===== src/rtl/seq_mux_if.sv =====
// Channel-data and select request bundle plus registered-output handshake for seq_mux.
interface seq_mux_if #(
  parameter int N = 16,
  parameter int W = 1
);
  localparam int SELW = $clog2(N);

  logic [N*W-1:0]  in;
  logic [SELW-1:0] sel;
  logic            mode;
  logic            en;
  logic [W-1:0]    out;
  logic [SELW-1:0] out_ch;
  logic            out_last;
  logic            out_valid;
  logic            out_ready;

  modport master (
    output in, sel, mode, en, out_ready,
    input  out, out_ch, out_last, out_valid
  );

  modport slave (
    input  in, sel, mode, en, out_ready,
    output out, out_ch, out_last, out_valid
  );
endinterface


===== src/rtl/seq_mux.sv =====
// Registered N:1 W-bit mux with valid/ready output; channel comes from sel (direct)
// or from an internal round-robin pointer (scan) that persists across direct loads.
module seq_mux #(
  parameter int N = 16,
  parameter int W = 1
) (
  input logic     clk,
  input logic     rst,
  seq_mux_if.slave bus
);
  localparam int SELW = $clog2(N);

  logic [SELW-1:0] scan_ptr;
  logic [SELW-1:0] ch;
  logic [W-1:0]    ch_data;
  logic            at_end;
  logic            load;

  logic [W-1:0]    out_q;
  logic [SELW-1:0] ch_q;
  logic            last_q;
  logic            valid_q;

  assign ch     = bus.mode ? scan_ptr : bus.sel;
  assign at_end = (scan_ptr == SELW'(N - 1));
  assign load   = bus.en && (!valid_q || bus.out_ready);

  // Compare-based select so an out-of-range direct sel yields zero data.
  always_comb begin
    ch_data = '0;
    for (int k = 0; k < N; k++)
      if (ch == SELW'(k)) ch_data = bus.in[k*W +: W];
  end

  always_ff @(posedge clk) begin
    if (rst) begin
      out_q    <= '0;
      ch_q     <= '0;
      last_q   <= 1'b0;
      valid_q  <= 1'b0;
      scan_ptr <= '0;
    end else if (load) begin
      out_q   <= ch_data;
      ch_q    <= ch;
      last_q  <= bus.mode && at_end;
      valid_q <= 1'b1;
      if (bus.mode) scan_ptr <= at_end ? '0 : scan_ptr + SELW'(1);
    end else if (bus.out_ready) begin
      valid_q <= 1'b0;
    end
  end

  assign bus.out       = out_q;
  assign bus.out_ch    = ch_q;
  assign bus.out_last  = last_q;
  assign bus.out_valid = valid_q;
endmodule


===== src/flat_wrapper.sv =====
// flat-port wrapper written by rule: the top's interface ports become plain ports
module seq_mux_flat 
#(
  parameter int N = 16,
  parameter int W = 1
)
  (clk, rst, bus_in, bus_sel, bus_mode, bus_en, bus_out_ready, bus_out, bus_out_ch, bus_out_last, bus_out_valid);
  seq_mux_if #(.N(N), .W(W)) bus_i ();
  input logic clk;
  input logic rst;
  input wire logic [$bits(bus_i.in)-1:0] bus_in;
  input wire logic [$bits(bus_i.sel)-1:0] bus_sel;
  input wire logic [$bits(bus_i.mode)-1:0] bus_mode;
  input wire logic [$bits(bus_i.en)-1:0] bus_en;
  input wire logic [$bits(bus_i.out_ready)-1:0] bus_out_ready;
  output wire logic [$bits(bus_i.out)-1:0] bus_out;
  output wire logic [$bits(bus_i.out_ch)-1:0] bus_out_ch;
  output wire logic [$bits(bus_i.out_last)-1:0] bus_out_last;
  output wire logic [$bits(bus_i.out_valid)-1:0] bus_out_valid;
  assign bus_i.in = bus_in;
  assign bus_i.sel = bus_sel;
  assign bus_i.mode = bus_mode;
  assign bus_i.en = bus_en;
  assign bus_i.out_ready = bus_out_ready;
  assign bus_out = bus_i.out;
  assign bus_out_ch = bus_i.out_ch;
  assign bus_out_last = bus_i.out_last;
  assign bus_out_valid = bus_i.out_valid;
  seq_mux #(.N(N), .W(W)) u_core (.clk(clk), .rst(rst), .bus(bus_i));
endmodule

===== config.mk =====
export PLATFORM = sky130hd
export DESIGN_NAME = seq_mux_flat
export DESIGN_NICKNAME = d
export VERILOG_FILES = /design/src/rtl/seq_mux_if.sv /design/src/rtl/seq_mux.sv /design/src/flat_wrapper.sv
export SDC_FILE = /design/constraint.sdc
export NUM_CORES = 1
export LEC_CHECK = 0
export CAP_MARGIN = 20
export CORE_UTILIZATION = 45
export DETAILED_ROUTE_END_ITERATION = 6
export PLACE_DENSITY = 0.9
export RECOVER_POWER = 100
export REMOVE_ABC_BUFFERS = 1
export SYNTH_ARGS = -nofsm -noshare
export SYNTH_HDL_FRONTEND = slang
export SYNTH_SLANG_ARGS = --single-unit

===== constraint.sdc =====
create_clock -name clk -period 3.25 [get_ports clk]
set_clock_uncertainty 0.2 [all_clocks]
set_input_delay 0.975 -clock clk [delete_from_list [all_inputs] [get_ports clk]]
set_output_delay 0.975 -clock clk [all_outputs]
set_load 0.01 [all_outputs]

Word-level counts from Yosys, hierarchy flattened
Cells that the tools add are included.

word-level totals
  output and inout port bits = 7
  register bits = 11

operators by class
  reduce and logical (&&, ||, !) cells = 7
  multiplexer cells = 20
  $add $sub $neg = 1
  equal/unequal tests = 16

operator list
  cell                 count
  $eq 4x4->1 const B   9
  $mux 1               18
  $eq 4x3->1 const B   4
  $eq 4x2->1 const B   2
  $mux 4               2
  $add 4x1->4 const B  1
  $eq 4x1->1 const B   1
  $logic_not 4->1      1
  $logic_and 1x1->1    2
  $reduce_and 2->1     1
  $reduce_bool 2->1    1
  $logic_not 1->1      1
  $logic_or 1x1->1     1

Depth between registers and ports, before layout
  depth in word-level cells = 18
  gate-level depth with buffers = 7

Worst setup path before layout
Ideal clock, no wire load.

  kind = input-to-reg
  from = input port bus_mode
  to = register u_core.out_q, in the netlist u_core.bus.out
  buffers on the path = 1
  data arrival time = 2028 ps
  setup time = 123 ps
  required time = 2927 ps
  path slack = 899 ps
  stages on the path = 5
  cells stage by stage = buf_6 > o21a_2 > o311a_1 > a311oi_1 > o41ai_2

on the way
  cells in the longest elaborated chain, start to end = 18
  elaborated cells on any way between the ends = 33
  classes of those cells = 15 x eq/ne; 17 x mux; 1 x reduce/logical

ends and longest elaborated chain
  element                line                RTL
  from (decl)            flat_wrapper.sv:13  input wire logic [$bits(bus_i.mode)-1:0] bus_mode;
  $mux 4 *               seq_mux.sv:24       assign ch = bus.mode ? scan_ptr : bus.sel;
  $logic_not 4->1        seq_mux.sv:32       if (ch == SELW'(k)) ch_data = bus.in[k*W +: W];
  $mux 1 (15 in series)  seq_mux.sv:32
  $mux 1 *               seq_mux.sv:32
  to (signal assigned)   seq_mux.sv:43       out_q <= ch_data;
  to (decl)              seq_mux.sv:19       logic [W-1:0] out_q;

Mark *: on every way between the ends. The rest lies on a longest branch, timed or not.
A chain may end at the register's enable or synchronous reset.

Final worst setup path
  from = input port bus_sel[0]
  to = register u_core.out_q, in the netlist u_core.bus.out

on the way
  cells in the longest elaborated chain, start to end = 18
  elaborated cells on any way between the ends = 33
  classes of those cells = 15 x eq/ne; 17 x mux; 1 x reduce/logical

ends and longest elaborated chain
  element                line                RTL
  from (decl)            flat_wrapper.sv:12  input wire logic [$bits(bus_i.sel)-1:0] bus_sel;
  $mux 4 *               seq_mux.sv:24
  $logic_not 4->1        seq_mux.sv:32
  $mux 1 (15 in series)  seq_mux.sv:32
  $mux 1 *               seq_mux.sv:32

Marks and branches as above.

==> results.md <==
Power and ir drop:
- The power density normalized to cell area is just over 300 mW/mm2.
- Across the VDD grid, the largest voltage drop is around 0.20 mV.
- For this design the static power due to leakage is between 0.4 and 0.5 nW.
- The overall power consumption is between 0.3 and 0.4 mW.

Routing:
- Summed over all nets, wire length on met3 after detailed routing comes to 119 um.
- The final routed DRC violation total is 1.
- Summed over all layers, the routed wires come to about 2 mm.
- The detailed router put a total of 814 um of wire on met1.
- The number of vias in the routed layout is 881.
- The total length of routed met2 wires is around 1.1 mm.
- The number of routed nets with antenna violations is 0.
- After detailed routing, no signal wire sits above met4.
- The via-per-instance ratio is 5.91.
- The first detailed-routing pass ran for 6 iterations.
- The detailed router finished its first iteration with 21 violations.
- In the final routed layout, each cell accounts on average for around 14 um.

Worst setup path:
- The critical path goes through dlygate4sd3_1 -> nand2b_1 -> o21ai_0 -> a31oi_1 -> o311a_1 -> a311oi_1 -> o41ai_2.
- The capturing element type of the critical path is a register.
- The critical path arrival is 2.79 ns.
- Data on the critical path is required at its endpoint by 3.21 ns.
- The critical path's largest stage delay is about 0.66 ns.
- Setup slack on the worst reg-to-reg path comes out at 1.29 ns.
- In this run the number of cells on the critical path is 7.
- The worst setup path is launched from an input pin.
- Measured in cells, the most critical reg-to-reg path has a length of 5.
- The kind of cell with the highest combined delay along the critical path is compound AO/OA/AOI/OAI gates.
- The critical path in this run is classified as in -> reg.
- The sum of buffers and inverters on the critical path is 1.
- Of all nets on the critical path, the largest fanout is 6.
- The critical-path cell with the highest stage delay is sky130_fd_sc_hd__dlygate4sd3_1.

Logic synthesis:
- The largest total area in the synthesized netlist belongs to sky130_fd_sc_hd__dfxtp_1.
- Counting flops with an async set or reset pin after synthesis yields a share of 0.
- The most instantiated flip-flop cell in the synthesis netlist is sky130_fd_sc_hd__dfxtp_1.
- The distinct cell type count of the synthesized netlist is 37.
- For this run, the number of Yosys warnings is 0.
- The area share of the leading cell type in the synthesized netlist is 0.280.
- The synthesized netlist cell count is 102.
- Of the synthesized area, sequential elements account for 0.280.
- Synthesis inferred 11 register bits.
- By area the synthesized netlist is led by sky130_fd_sc_hd__dfxtp_1 (28%), sky130_fd_sc_hd__nor2_1 (6.2%), sky130_fd_sc_hd__a21oi_1 (5.7%), sky130_fd_sc_hd__nand2_1 (4.3%), sky130_fd_sc_hd__mux2i_1 (3.8%).
- After synthesis the cells add up to 787 um2.
- In this run, synthesis inferred 0 flip-flops with an integrated enable.
- The average instance in the mapped netlist occupies 7.72 um2.

Clocking:
- The buffer count from post-CTS setup fixing is 0.
- The clock transition at the registers of the reported paths is roughly 0.08 ns.
- Counting along the longest clock path gives a buffer depth of 2.
- Buffers inserted to repair hold after CTS numbered 0.
- The clock net in this run drives a total of 11 sinks.
- The master cell of the clock root buffer is sky130_fd_sc_hd__clkbuf_4.
- After clock tree synthesis, the repair step resized 0 gates.
- CTS built an H-tree with a depth of 1.
- The TritonCTS clock tree is done.
- The clock latency at the later pin of the worst-skew pair is around 0.28 ns.
- The total clock buffers created by CTS is 3.

Placement:
- The cell total after placement is between 100 and 150.
- Buffers placed on the I/O ports in this run total 31.
- The routability congestion estimate from global placement is 0.876.
- Timing analysis after detailed placement gives a worst setup slack of between 0.2 and 0.25 ns.
- The detailed placer's ending HPWL is 1.57 mm.
- After detailed placement, the total cell area comes to between 0.001 and 0.0015 mm2.

Global routing:
- The initial antenna violation count came to 0.
- The first global-routing pass estimated 3.30 mm of wire.
- The all-layer global routing usage is 0.233.
- The number of global-route vias before repair was between 800 and 900.
- The remaining global-route overflow is 0.
- Entering global routing, the biggest net connects 13 pins.

Timing:
- The max-slew violation total from the final report is 0.
- The smallest setup slack after layout is just over 0.4 ns.
- Static timing analysis puts the maximum clock frequency at 0.353 GHz.
- Of the available clock period, the critical path in the final layout requires 0.873.
- After layout, the minimum clock period comes to between 2 and 3 ns.
- For the pin with the worst max-slew slack, the measured transition is between 0.5 and 0.6 ns.
- In the final timing run, aggregate negative setup slack is 0 ns.
- The worst hold-check slack is between 0.3 and 0.4 ns.
- Setup violations remaining at the end of the flow were counted as 0.
- The final number of hold-violating endpoints came to 0.
- Setup repair after global routing left no endpoint under its margin.
- The worst slew slack as a fraction of its limit is 0.644.

Final layout:
- The fraction of final layout cells sized beyond drive strength 1 is 0.0902.
- The relative area change from synthesis to final layout is 42.0%.
- Leaving out fill and tap cells, the most frequent cell in the layout is sky130_fd_sc_hd__clkdlybuf4s50_1.
- The flip-flop and latch area is roughly 220 um2.
- Fill cells in the final layout number about 140.
- The final cell count without fillers is 149.
- The multi-input logic area is between 400 and 500 um2.
- The repair_antennas step left the layout with diodes totalling 0.
- The final net count is 160.
- The final cell utilization of the core is 0.709.
- In the layout the commonest cells are sky130_fd_sc_hd__clkdlybuf4s50_1 (21), sky130_fd_sc_hd__nor2_1 (13), sky130_fd_sc_hd__dfxtp_1 (11).
- The final instance area is 0.00112 mm2.

Floorplanning:
- The area of the core region is approximately 0.0016 mm2.
- The boundary pin count is 32.
- The number of standard-cell rows in the floorplan is 14.
- The area enclosed by the die boundary is ~0.0019 mm2.
- The overall die width is about 44 um.
- The initial cell density of the core is 0.499.
- The die is 43.8 um tall.

Job:
- The number of max-cap violations is 0.

Min path:
- Counting instances, the worst hold path has a depth of 2.
- The class of the most critical hold timing path is reg -> reg.

Status:
- The checks that failed: DRC.
- The flow ran to the end, but the final reports show violations.
==> worst paths after layout <==
| check | startpoint | endpoint |
|---|---|---|
| worst min-delay path | u_core.bus.out_ch[3]$_SDFFE_PP0P_ | u_core.bus.out_ch[3]$_SDFFE_PP0P_ |
| worst max register to register | u_core.scan_ptr[0]$_SDFFE_PP0P_ | u_core.bus.out$_SDFFE_PP0P_ |
| worst max-delay path | bus_sel[0] | u_core.bus.out$_SDFFE_PP0P_ |
| worst min register to register | u_core.bus.out_ch[3]$_SDFFE_PP0P_ | u_core.bus.out_ch[3]$_SDFFE_PP0P_ |
==> where the power goes <==
part / internal (mW) / switching (mW) / leakage (nW)
Combinational: 0.0553 / 0.0437 / 0.322
Sequential: 0.142 / 0.00654 / 0.0901
Clock: 0.0477 / 0.0499 / 0.0150
==> cells in the mapped netlist (2+ instances only) <==
| cell type | number |
|---|---|
| sky130_fd_sc_hd__nand3_1 | 4 |
| sky130_fd_sc_hd__nor3_1 | 4 |
| sky130_fd_sc_hd__buf_6 | 2 |
| sky130_fd_sc_hd__inv_1 | 7 |
| sky130_fd_sc_hd__a311oi_1 | 2 |
| sky130_fd_sc_hd__buf_2 | 3 |
| sky130_fd_sc_hd__nand2_1 | 9 |
| sky130_fd_sc_hd__a21oi_1 | 9 |
| sky130_fd_sc_hd__a32oi_1 | 2 |
| sky130_fd_sc_hd__o21ai_0 | 5 |
| sky130_fd_sc_hd__dfxtp_1 | 11 |
| sky130_fd_sc_hd__nor2_1 | 13 |
| sky130_fd_sc_hd__nand2b_1 | 2 |
| sky130_fd_sc_hd__a211oi_1 | 4 |
| sky130_fd_sc_hd__mux2i_1 | 3 |
==> logic make-up after synthesis <==
kind of cell / Yosys count / share of synthesized area
AND/OR/NAND/NOR: 38 / 0.227
adder cells (fa/ha/maj): 1 / 0.0159
multiplexers: 5 / 0.0811
buffers and inverters: 13 / 0.0858
AO/OA/AOI/OAI: 33 / 0.299
flip-flops: 11 / 0.280
XOR/XNOR: 1 / 0.0111
==> cell type report <==
class                   count  share of cell area
repair buffers             33               0.291
well taps                  16              0.0179
flip-flops and latches     11               0.197
inverters                   7              0.0235
multi-input cells          78               0.447
clock buffers               4              0.0235
==> worst register-to-register path, delay by kind of cell (launching register included) <==
kind	cells	cell delay, ns
compound gates	4	0.79
mux	1	0.25
flops	1	0.60
==> flip-flops by register name (all words and copies together) (netlist names) <==
signal	flops
u_core.bus.out	1
u_core.bus.out_valid	1
u_core.scan_ptr	4
u_core.bus.out_ch	4
u_core.bus.out_last	1
==> routing by layer <==
layer / up-vias / global-route usage
met5: - / 0
met4: 0 / 0.119
met3: 5 / 0.0292
met2: 45 / 0.427
met1: 397 / 0.260
li1: 434 / -
No activity file was read; power rests on OpenSTA's default activity.
